**config.mk**
```make
export PLATFORM = sky130hd
export DESIGN_NAME = branch_resolver
export DESIGN_NICKNAME = d
export VERILOG_FILES = /design/src/rtl/branch_resolver_pkg.sv /design/src/rtl/branch_resolver_cond_eval.sv /design/src/rtl/branch_resolver.sv
export SDC_FILE = /design/constraint.sdc
export NUM_CORES = 1
export LEC_CHECK = 0
export CAP_MARGIN = 5
export CORE_ASPECT_RATIO = 0.9
export CORE_MARGIN = 2
export CORE_UTILIZATION = 50
export CTS_CLUSTER_DIAMETER = 100
export DETAILED_ROUTE_END_ITERATION = 7
export DONT_BUFFER_PORTS = 1
export PLACE_DENSITY_LB_ADDON = 0.1
export SLEW_MARGIN = 20
export SYNTH_ARGS = -nofsm -noshare
export SYNTH_HDL_FRONTEND = slang
export SYNTH_HIERARCHICAL = 1
export SYNTH_SLANG_ARGS = --single-unit
```
**constraint.sdc**
```tcl
create_clock -name clk -period 7.9 [get_ports clk]
set_input_delay 0 -clock clk [delete_from_list [all_inputs] [get_ports clk]]
set_output_delay 0 -clock clk [all_outputs]
set_load 0.03 [all_outputs]
```
**src/rtl/branch_resolver_pkg.sv**
```systemverilog
// Shared condition-code constants and FSM state type for the
// branch resolver and its condition evaluator.
package branch_resolver_pkg;

  localparam logic [1:0] COND_F   = 2'b00;
  localparam logic [1:0] COND_EQ  = 2'b01;
  localparam logic [1:0] COND_LT  = 2'b10;
  localparam logic [1:0] COND_LTE = 2'b11;

  localparam int COND_ZERO_BIT = 2;
  localparam int COND_INV_BIT  = 3;

  typedef enum logic [1:0] {
    S_IDLE,
    S_ISSUE,
    S_WAIT,
    S_REPORT
  } state_t;

  function automatic logic uses_alu(input logic [3:0] cond);
    return cond[1:0] != COND_F;
  endfunction

endpackage

```
**src/rtl/branch_resolver_cond_eval.sv**
```systemverilog
// Combinational branch condition evaluation from an ALU difference.
// The F/T selector ignores the difference entirely.
module cond_eval
  import branch_resolver_pkg::*;
#(
  parameter int DBITS = 32
) (
  input  logic [1:0]       sel,
  input  logic             invert,
  input  logic [DBITS-1:0] diff,
  output logic             taken
);

  logic eq;
  logic lt;
  logic base;

  assign eq = (diff == '0);
  assign lt = diff[DBITS-1];

  always_comb begin
    base = 1'b0;
    unique case (sel)
      COND_EQ:  base = eq;
      COND_LT:  base = lt;
      COND_LTE: base = eq | lt;
      default:  base = 1'b0;
    endcase
  end

  assign taken = invert ? ~base : base;

endmodule

```
**src/rtl/branch_resolver.sv**
```systemverilog
// Branch resolver: captures a branch, asks the ALU for rs1-rs2,
// evaluates the condition and reports taken / next PC to fetch.
module branch_resolver
  import branch_resolver_pkg::*;
#(
  parameter int DBITS = 32
) (
  input  logic             clk,
  input  logic             reset_n,
  input  logic             br_valid,
  output logic             br_ready,
  input  logic [3:0]       br_cond,
  input  logic [DBITS-1:0] br_rs1,
  input  logic [DBITS-1:0] br_rs2,
  input  logic [DBITS-1:0] br_pc,
  input  logic [DBITS-1:0] br_imm,
  output logic             alu_req_valid,
  input  logic             alu_req_ready,
  output logic [DBITS-1:0] alu_a,
  output logic [DBITS-1:0] alu_b,
  input  logic             alu_rsp_valid,
  input  logic [DBITS-1:0] alu_rsp_diff,
  output logic             redir_valid,
  input  logic             redir_ready,
  output logic             redir_taken,
  output logic [DBITS-1:0] redir_pc,
  input  logic             flush
);

  state_t           state;
  logic [3:0]       cond_q;
  logic [DBITS-1:0] rs1_q;
  logic [DBITS-1:0] rs2_q;
  logic [DBITS-1:0] pc_q;
  logic [DBITS-1:0] imm_q;

  logic [3:0]       ev_cond;
  logic [DBITS-1:0] ev_pc;
  logic [DBITS-1:0] ev_imm;
  logic             ev_taken;
  logic [DBITS-1:0] seq_pc;
  logic [DBITS-1:0] tgt_pc;
  logic [DBITS-1:0] next_pc;

  // In IDLE an F/T branch resolves straight from the request inputs
  assign ev_cond = (state == S_IDLE) ? br_cond : cond_q;
  assign ev_pc   = (state == S_IDLE) ? br_pc   : pc_q;
  assign ev_imm  = (state == S_IDLE) ? br_imm  : imm_q;

  cond_eval #(
    .DBITS(DBITS)
  ) u_cond_eval (
    .sel    (ev_cond[1:0]),
    .invert (ev_cond[COND_INV_BIT]),
    .diff   (alu_rsp_diff),
    .taken  (ev_taken)
  );

  assign seq_pc  = ev_pc + DBITS'(4);
  assign tgt_pc  = seq_pc + (ev_imm << 2);
  assign next_pc = ev_taken ? tgt_pc : seq_pc;

  assign alu_a = rs1_q;
  assign alu_b = cond_q[COND_ZERO_BIT] ? '0 : rs2_q;

  always_ff @(posedge clk) begin
    if (!reset_n) begin
      state         <= S_IDLE;
      br_ready      <= 1'b1;
      alu_req_valid <= 1'b0;
      redir_valid   <= 1'b0;
      redir_taken   <= 1'b0;
      redir_pc      <= '0;
      cond_q        <= '0;
      rs1_q         <= '0;
      rs2_q         <= '0;
      pc_q          <= '0;
      imm_q         <= '0;
    end else if (flush) begin
      state         <= S_IDLE;
      br_ready      <= 1'b1;
      alu_req_valid <= 1'b0;
      redir_valid   <= 1'b0;
    end else begin
      unique case (state)
        S_IDLE: begin
          if (br_valid) begin
            cond_q   <= br_cond;
            rs1_q    <= br_rs1;
            rs2_q    <= br_rs2;
            pc_q     <= br_pc;
            imm_q    <= br_imm;
            br_ready <= 1'b0;
            if (uses_alu(br_cond)) begin
              state         <= S_ISSUE;
              alu_req_valid <= 1'b1;
            end else begin
              state       <= S_REPORT;
              redir_valid <= 1'b1;
              redir_taken <= ev_taken;
              redir_pc    <= next_pc;
            end
          end
        end
        S_ISSUE: begin
          if (alu_req_ready) begin
            state         <= S_WAIT;
            alu_req_valid <= 1'b0;
          end
        end
        S_WAIT: begin
          if (alu_rsp_valid) begin
            state       <= S_REPORT;
            redir_valid <= 1'b1;
            redir_taken <= ev_taken;
            redir_pc    <= next_pc;
          end
        end
        S_REPORT: begin
          if (redir_ready) begin
            state       <= S_IDLE;
            redir_valid <= 1'b0;
            br_ready    <= 1'b1;
          end
        end
        default: begin
          state         <= S_IDLE;
          br_ready      <= 1'b1;
          alu_req_valid <= 1'b0;
          redir_valid   <= 1'b0;
        end
      endcase
    end
  end

endmodule

```
Yosys cells after proc, flatten, opt, wreduce, memory -nomap -nowiden:

Index checks and enable logic that the tools add are counted.

* register bits after elaboration: 168
* input bits: 171
* output and inout port bits: 100
* logic and storage cells: 76

* add/subtract/negate cells: 2
* equality and inequality tests: 12
* muxes and demuxes: 33
* bitwise operators: 4
* reductions and logical operators: 14

Operator list (number)
* two-way mux 32 bit: 6
* case mux 32 bit (2 select lines): 1
* adder 32 x 3 -> 32 bit, second input constant: 1
* adder 32 bit: 1
* zero test 32 bit: 1
* two-way mux 30 bit: 1
* two-way mux 1 bit: 13
* two-way mux 2 bit: 5
* inequality test 2 bit, second input constant: 5
* AND reduction 5 bit: 2
* equality test 2 bit, second input constant: 4
* case mux 2 bit (4 select lines): 1
* AND reduction 4 bit: 2
* nonzero test 2 bit: 4
* case mux 1 bit (2 select lines): 3
* case mux 1 bit (3 select lines): 2
* AND reduction 3 bit: 2
* equality test 2 x 1 -> 1 bit, second input constant: 2
* two-way mux 4 bit: 1
* inverter 1 bit: 3
* nonzero test 3 bit: 1
* zero test 2 bit: 1
* inequality test 2 x 1 -> 1 bit, second input constant: 1
* OR reduction 2 bit: 1
* bitwise OR 1 bit: 1

Depth between registers and ports, before layout:

Gate-level depths: netlist of run 1.

* depth in word-level cells: 10
* mapped depth: 26
* depth with buffers taken out: 21

Cells and area by module:

Netlist of run 1, hierarchy kept.

By module, submodules not included
* branch_resolver: times used 1, cells an instance 1213, area each 9495.4 um2, sequential area each 3363.2 um2
* cond_eval: times used 1, cells an instance 15, area each 120.1 um2, sequential area each 0.0 um2

Worst setup path after synthesis of run 1:

No wires, ideal clock.

* path kind: register to register
* start point: register state[0]
* end point: register redir_pc[27]
* setup time: 0.133 ns
* data arrival time: 5.103 ns
* required time: 7.767 ns
* setup slack: 2.665 ns
* stages on the path, launching flop included: 27
* buffers on the path: 5
* period minus slack after synthesis: 5.235 ns
* cells stage by stage: dfxtp_1 > inv_1 > ha_1 > buf_2 > buf_4 > buf_2 > clkbuf_1 > buf_2 > mux2_2 > ha_1 > inv_1 > a221o_1 > or2_1 > nor3_2 > nand2_1 > xor2_1 > mux2i_1 > ha_1 > a21o_1 > a21o_1 > a21o_1 > or3_1 > o211ai_1 > nand3b_1 > xor2_1 > mux2i_1 > a21oi_1

* cells in the longest elaborated chain, start to end: 10
* elaborated cells on any way between the ends: 23
* classes of those cells: 2 x add/sub; 7 x eq/ne; 10 x mux; 1 x bitwise; 3 x reduce/logical

Ends and longest elaborated chain
* start, declared: RTL line branch_resolver.sv:30 `state_t state;`
* start signal, assigned: RTL line branch_resolver.sv:68 `state <= S_IDLE;`
* start signal, assigned: RTL line branch_resolver.sv:80 `state <= S_IDLE;`
* start signal, assigned: RTL line branch_resolver.sv:95 `state <= S_ISSUE;`
* parallel branches: the longest is 10 deep, another holds adder 32 x 3 -> 32 bit
* end signal, assigned: RTL line branch_resolver.sv:101 `redir_pc <= next_pc;`
* end signal, assigned: RTL line branch_resolver.sv:116 `redir_pc <= next_pc;`
* end, declared: RTL line branch_resolver.sv:26 `output logic [DBITS-1:0] redir_pc,`

Several ways; the timed one is not identified. The select of a mux whose other input is x is not followed.
A chain may end at the register's enable or synchronous reset.

Worst setup path in the final report of run 1:

* start point: register state[0]
* end point: register redir_pc[26]

Same word-level chain as after synthesis.

==> results of run 1 <==
## placed cells by master (no fill, tap or decap), drive strengths merged, types with 7 or more instances in the layout
cell,n
nor3,11
mux2i,38
nand2,324
xor2,34
nor4,8
xnor2,27
a21oi,184
buf,7
ha,40
a21o,22
inv,18
a31oi,7
clkbuf,17
and2,8
a211oi,15
mux2,36
nor2,53
nand3,14
dfxtp,168
o21ai,21
a22oi,7
nand4,11
dlygate4sd3,138
o211ai,8
nor2b,35
## logic make-up (layout without fill, tap and decap cells)
family | Yosys count | after routing | share of synthesized area
buf+inv | 86 | 189 | 0.03591
mux | 74 | 74 | 0.08172
fa+ha+maj | 41 | 41 | 0.05413
compound gates | 302 | 302 | 0.1886
flops | 168 | 168 | 0.3498
xor+xnor | 62 | 62 | 0.05791
simple gates | 495 | 495 | 0.2320
## per-layer routing
metal,vias up,GRT usage,wire length [um]
li1,4417,-,-
met1,4165,0.3797,13210
met2,281,0.4242,12800
met4,0,0.08543,550
met3,33,0.05758,1921
met5,-,0,0
## power by group through the flow
stage	sequential [mW]	clock, mW	combinational (mW)
2_1_floorplan	0.980	0	0.466
3_3_place_gp	0.993	0	0.560
3_5_place_dp	0.994	0	0.563
4_1_cts	0.975	0.855	0.627
5_1_grt	0.980	0.891	0.698
6_report	0.975	0.836	0.634
## final cells by class
type | count | area (sq um) | share of cell area
multi-input cells | 974 | 5948 | 0.5085
flip-flops and latches | 168 | 3364 | 0.2876
repair buffers | 145 | 1434 | 0.1226
clock buffers | 17 | 425.4 | 0.03637
well taps | 250 | 312.8 | 0.02674
clock inverters | 15 | 165.2 | 0.01412
inverters | 12 | 47.55 | 0.004065
## path summary, 6_finish.rpt
check | to
hold / removal | alu_a[18]$_SDFFE_PN0P_
setup / recovery | redir_pc[26]$_SDFFE_PN0P_
setup reg to reg | redir_pc[26]$_SDFFE_PN0P_
hold reg to reg | rs2_q[16]$_SDFFE_PN0P_
## flip-flops by register name (all words and copies together), names as in the netlist
| name | count |
|---|---|
| redir_pc | 32 |
| cond_q | 4 |
| pc_q | 32 |
| redir_valid | 1 |
| alu_a | 32 |
| br_ready | 1 |
| state | 2 |
| imm_q | 30 |
| redir_taken | 1 |
| alu_req_valid | 1 |
| rs2_q | 32 |
## what timing repair did
| item | 4_1_cts | 5_1_grt |
|---|---|---|
| hold buffers | 138 | 0 |
| hold endpoints to repair | 149 | 0 |
| resized for setup | 0 | 0 |
## synthesized netlist by cell type (4+ instances only)
cell	n	area, sq um
a211oi_1	15	112.6
nor2b_1	35	219.0
clkbuf_1	61	229.0
dfxtp_1	168	3363
xnor2_1	27	236.5
nand3_1	13	65.06
a21o_1	22	165.2
o31ai_1	4	30.03
o211ai_1	8	60.06
o221ai_1	4	35.03
inv_1	11	41.29
a21oi_1	184	920.9
mux2_2	36	405.4
o21ai_0	17	85.08
xor2_1	34	297.8
a31oi_1	7	43.79
nand2_1	324	1216
nand3b_1	6	45.04
nor4_1	4	25.02
and2_1	8	50.05
ha_1	40	500.5
and3_1	4	25.02
mux2i_1	38	380.4
nor3_1	10	50.05
o21a_1	5	37.54
a22oi_1	5	37.54
nand4_1	10	62.56
buf_2	9	45.04
nor2_1	52	195.2
o21bai_1	5	37.54
nand2b_1	4	25.02
o22ai_1	5	31.28
## worst reg2reg max path, cell delays in order (launching register included)
cell and delay, ns:
dfxtp_1 0.34, inv_1 0.14, ha_4 0.59, buf_4 0.72, nand4_2 0.25, a22oi_4 0.30, nand4bb_1 0.44, or3_1 0.51
a21oi_1 0.35, ha_1 0.40, a21o_1 0.20, a221o_1 0.33, a31o_1 0.23, xor2_1 0.17, a222oi_1 0.31, nor2_1 0.06
==> reports/qor.yml, run 1 <==
grt:
  gr-total-overflow: 0
  antenna_found_initial: 0
  global_route_wire_length_before_repair_um: 43860
  grt_pass1_vias: 8270
  global_route.usage.total: 0.2730
  grt_start_max_net_pins: 87
hold_path:
  min-delay-start: "reset_n"
  worst_hold_path.num_cells: 2
  hp-class: "in2reg"
worst_setup_path:
  worst_path_largest_cell_delay_ns: 0.71
  rr_startpoint: "state[0]$_SDFFE_PP0P_"
  end_kind: "register"
  crit_path_max_fanout: 58
  crit_path_cell_trace: "inv_1, ha_4, buf_4, nand4_2, a22oi_4, nand4bb_1, or3_1, a21oi_1, ha_1, a21o_1, a221o_1, a31o_1, xor2_1, a222oi_1, nor2_1"
  arrival_ns: 5.75
  critical_path.n_buffers_inverters: 2
  worstSetupStartpoint: "state[0]$_SDFFE_PP0P_"
  worstSetupStartpointType: "register"
  slowest_stage: "buf_4"
  worst_path_dominant_cell_family: "compound AO/OA/AOI/OAI gates"
  reg2reg_depth: 15
  critical_path_depth: 15
  cp_data_required_time_ns: 8.18
  r2r_setup_slack_ns: 2.43
  timing_worst_setup_path_type: "reg2reg"
cts:
  ctsLongestPathBuffers: 2
  cts_root_buf: "clkbuf_16"
  post_cts_buffers: 0
  cts_tree: "done"
  cts-buffers-inserted: 17
  clkLatencyLatePin_ns: 0.44
  path_clk_slew_ns: 0.07
  cts_num_sinks: 168
  clock_tree.htree_level_count: 4
routing:
  drtAntennaViolNets: 0
  drt_wl_total_um: 28480
  firstDrtPassIters: 6
  first_iter_violations: 630
  drc_errors: 0
  routedWlPerCell_um: 18.01
  via_per_inst: 5.627
  dr_total_vias: 8896
pwr:
  power_density_nw_per_um2: 209.0
  power_total_mw: 2.445
  power.leakage_nw: 4.553
  pwr-share-clk: 0.342
  irDropWorstVdd_mv: 0.1444
  switching_power_summed_over_all_nets_mw: 0.8288
  power.switching_fraction: 0.3389
  seq_power_share: 0.399
  internal_power_mw: 1.616
  comb_power_share: 0.259
die:
  vertical_die_dimension_um: 135.6
  floorplan.initialDensity: 0.5051
  core_sq_um: 19040
  ios: 271
  die-width_um: 150.2
  num_rows: 48
  die_area_sq_um: 20360
sta:
  clock.fmax_mhz: 182.9
  minimum_clock_period_ns: 5.466
  timing.final.crit_share: 0.6920
  timing_hold_violations_final: 0
  skew_ns: 0.01284
  slew_headroom: 0.3704
  rsz0062_at_grt: "false"
  timing_max_transition_violations_final: 0
  worst_hold_slack_ns: 0.01290
  fin_ws_ns: 2.434
  setup_viol: 0
  setup_tns_ns: 0
  worst_slew_pin_slew_ns: 0.9443
synthesis:
  mapped_avg_cell_area_sq_um: 7.830
  synth_seq_cells: 168
  dominantRegCellSynth: "dfxtp_1"
  synth_enable_flop_cells: 0
  netlist_instances: 1228
  synth_sequential_area_ratio: 0.3498
  syn_area_sq_um: 9615
  synth.yosys.warnings: 6
  synth.distinct_cells: 71
  postSynthNetCount: 1440
  synthArstFlopShare: 0
run_status:
  run_status: "completed"
layout:
  layout-drive-gt1-share: 0.07363
  final_cell_area_sq_um: 11700
  n_antenna_cell: 0
  final_nets: 1530
  synthToLayoutAreaGrowth_pct: 21.65
  final-instance-count-excl-fill: 1581
  nFillCells: 1729
  post-route-util: 0.6144
place:
  dpl-instance-area_sq_um: 9724
  dp.cells: 1411
  portBuffers: 0
  dp_hpwl_um: 18710
  dp_worst_setup_slack_ns: 2.518
  routabilityCongestion: 0.9107
run:
  max_cap_violations: 0
Note: power is estimated with default switching activity, not from simulation.
==> inputs of run 2 (changes only) <==
clock period = 4.8 ns   (was 7.9 ns; I/O delays follow)
==> run 2 against run 1 <==
  * Global-route usage increased by 0.66 points
  * Critical endpoint is now redir_pc[20]$_SDFFE_PN0P_
  * Power increased by 66%
  * Clock skew increased by 0.00099 ns
  * Maximum frequency increased by 22%
  * Highest routed layer is now met5
  * Via count increased by 2.3%
  * Largest cell class unchanged
  * First-iteration DRC count increased by 3.0%
  * Worst setup slack got worse by 2.1 ns
==> reports/qor.yml, run 2 (synthesis gave the netlist of run 1 again) <==
layout:
  final-instance-count-excl-fill: 1647  # +4.2%
  layout_commonest_cell: "nand2_1"
  n_antenna_cell: 0  # unchanged
  final_cell_mix: "324 x nand2_1, 196 x dlygate4sd3_1, 182 x a21oi_1"
  final_cell_area_sq_um: 12350  # +5.6%
  final_nets: 1597  # +4.4%
  synthToLayoutAreaGrowth_pct: 28.48
  post-route-util: 0.6489  # +0.03450
  layout-drive-gt1-share: 0.08017  # +0.006543
die:
  die_area_sq_um: 20360  # unchanged
  vertical_die_dimension_um: 135.6  # unchanged
  die-width_um: 150.2  # unchanged
  ios: 271  # unchanged
  floorplan.initialDensity: 0.5051  # unchanged
  core_sq_um: 19040  # unchanged
  num_rows: 48  # unchanged
grt:
  global_route.peak_usage_layer: "met2"
  grt_use_met2: 0.4323  # +0.008118
  gr-total-overflow: 0  # unchanged
  global_route.usage.met1: 0.3982  # +0.01852
  grt_start_max_net_pins: 95  # +9.2%
  gr-usage-met3: 0.06397  # +0.006397
  grt_pass1_vias: 8617  # +4.2%
  antenna_found_initial: 1  # +1
  global_route_wire_length_before_repair_um: 45230  # +3.1%
  global_route.usage.total: 0.2797  # +0.006647
place:
  routabilityCongestion: 0.8902  # -2.3%
  dp.cells: 1419  # +0.57%
  dp_worst_setup_slack_ns: 0.2533  # -2.264 ns
  dpl-instance-area_sq_um: 9807  # +0.85%
  portBuffers: 0  # unchanged
  dp_hpwl_um: 19030  # +1.7%
pwr:
  power_total_mw: 4.052  # +66%
  power_density_nw_per_um2: 328.0  # +57%
  power.leakage_nw: 4.836  # +6.2%
  irDropWorstVdd_mv: 0.2282  # +58%
worst_setup_path:
  end_kind: "register"
  cp_data_required_time_ns: 5.13  # -3.05 ns
  worstSetupStartpointType: "register"
  worst_path_dominant_cell_family: "compound AO/OA/AOI/OAI gates"
  critical_path.n_buffers_inverters: 3  # +1
  slowest_stage: "mux2_2"
  crit_path_max_fanout: 15  # -74%
  timing_worst_setup_path_type: "reg2reg"
  worstSetupStartpoint: "state[0]$_SDFFE_PP0P_"
  worst_path_largest_cell_delay_ns: 0.39  # -0.32 ns
  crit_path_cell_trace: "inv_1, ha_4, mux2_2, ha_1, inv_1, nor2_1, and2_1, nand2_1, xor2_1, o21ai_0, buf_4, ha_1, and4_1, and2_1, a221o_1, o21a_1, o211a_1, o31ai_4, xor2_1, a21oi_1, a31o_1"
  rr_startpoint: "state[0]$_SDFFE_PP0P_"
  arrival_ns: 4.79  # -0.96 ns
cts:
  cts_num_sinks: 168  # unchanged
  clock_tree.htree_level_count: 4  # unchanged
  cts_root_buf: "clkbuf_16"
  path_clk_slew_ns: 0.07  # about the same
  clkLatencyLatePin_ns: 0.44  # about the same
  ctsLongestPathBuffers: 2  # unchanged
  cts-buffers-inserted: 17  # unchanged
  cts_tree: "done"
sta:
  fin_ws_ns: 0.3365  # -2.097 ns
  rsz0062_at_grt: "false"
  slew_headroom: 0.3601  # -0.01037
  clock.fmax_mhz: 224.0  # +22%
  setup_viol: 0  # unchanged
  worst_hold_slack_ns: 0.04465  # +0.03175 ns
  worst_slew_pin_slew_ns: 0.9576  # +0.01329 ns
  timing_hold_violations_final: 0  # unchanged
  skew_ns: 0.01383  # +0.0009913 ns
  timing.final.crit_share: 0.9299  # +0.2379
  setup_tns_ns: 0  # unchanged
  minimum_clock_period_ns: 4.463  # -1.003 ns
  timing_max_transition_violations_final: 0  # unchanged
run_status:
  run_status: "completed"
routing:
  drtAntennaViolNets: 0  # unchanged
  first_iter_violations: 649  # +3.0%
  dr_total_vias: 9098  # +2.3%
  via_per_inst: 5.524  # -1.8%
  routedWlPerCell_um: 17.61  # -2.2%
  drc_errors: 0  # unchanged
  drt_wl_total_um: 29010  # +1.9%
  firstDrtPassIters: 6  # unchanged
run:
  max_cap_violations: 0  # unchanged
hold_path:
  hp-class: "in2reg"
  min-delay-start: "br_imm[0]"
==> run 2: cell types whose count changed in the layout (fill, tap and decap cells not counted), moves of 2 or more <==
| cell | delta |
|---|---|
| dlygate4sd3_1 | +58 |
| a21oi_2 | +2 |
| dfxtp_1 | -2 |
| buf_4 | +8 |
| a21oi_1 | -2 |
| clkinv_2 | +2 |
| dfxtp_2 | +2 |
| clkinv_8 | -2 |
==> run 2: routing by layer <==
layer,up-vias,wire (um)
met5,-,13
met4,2,383
met3,32,1767
met2,262,13130
met1,4247,13710
li1,4555,-
==> run 2: final timing paths <==
kind / to / cells after the start / slack, ns
hold / removal: redir_pc[2]$_SDFFE_PN0P_ / 4 / 0.04
hold reg to reg: rs2_q[9]$_SDFFE_PN0P_ / 2 / 0.45
setup / recovery: redir_pc[20]$_SDFFE_PN0P_ / 21 / 0.34
setup reg to reg: redir_pc[20]$_SDFFE_PN0P_ / 21 / 0.34
==> run 2: where the power goes <==
part           switching, mW  total, mW  internal [mW]  leakage (nW)
combinational          0.600       1.09          0.490          3.19
clock                  0.631       1.36          0.725         0.270
sequential             0.133       1.61           1.47          1.37
==> run 2: worst reg2reg max path: cells and delay by family, from the launching register on <==
family	cells	cell delay, ns
multiplexers	1	0.39
AO/OA/AOI/OAI	7	1.47
XOR/XNOR	2	0.31
buffers and inverters	3	0.35
flip-flops	1	0.34
adder cells (fa/ha/maj)	3	0.81
AND/OR/NAND/NOR	5	0.69
==> run 2: what timing repair did <==
action                                 in CTS  in global routing
resized for setup                           0                  4
hold buffers                              196                  0
endpoints found under the hold margin     149                  0
setup endpoints to repair                   0                  5
setup buffers                               0                  1
==> run 2: cell type report <==
type,instances,area [sq um]
fill,1644,6684
multi-input combinational,974,5969
sequential,168,3367
timing repair buffer,212,2095
clock buffer,17,425.4
tap,250,312.8
clock inverter,14,137.6
inverter,12,47.55
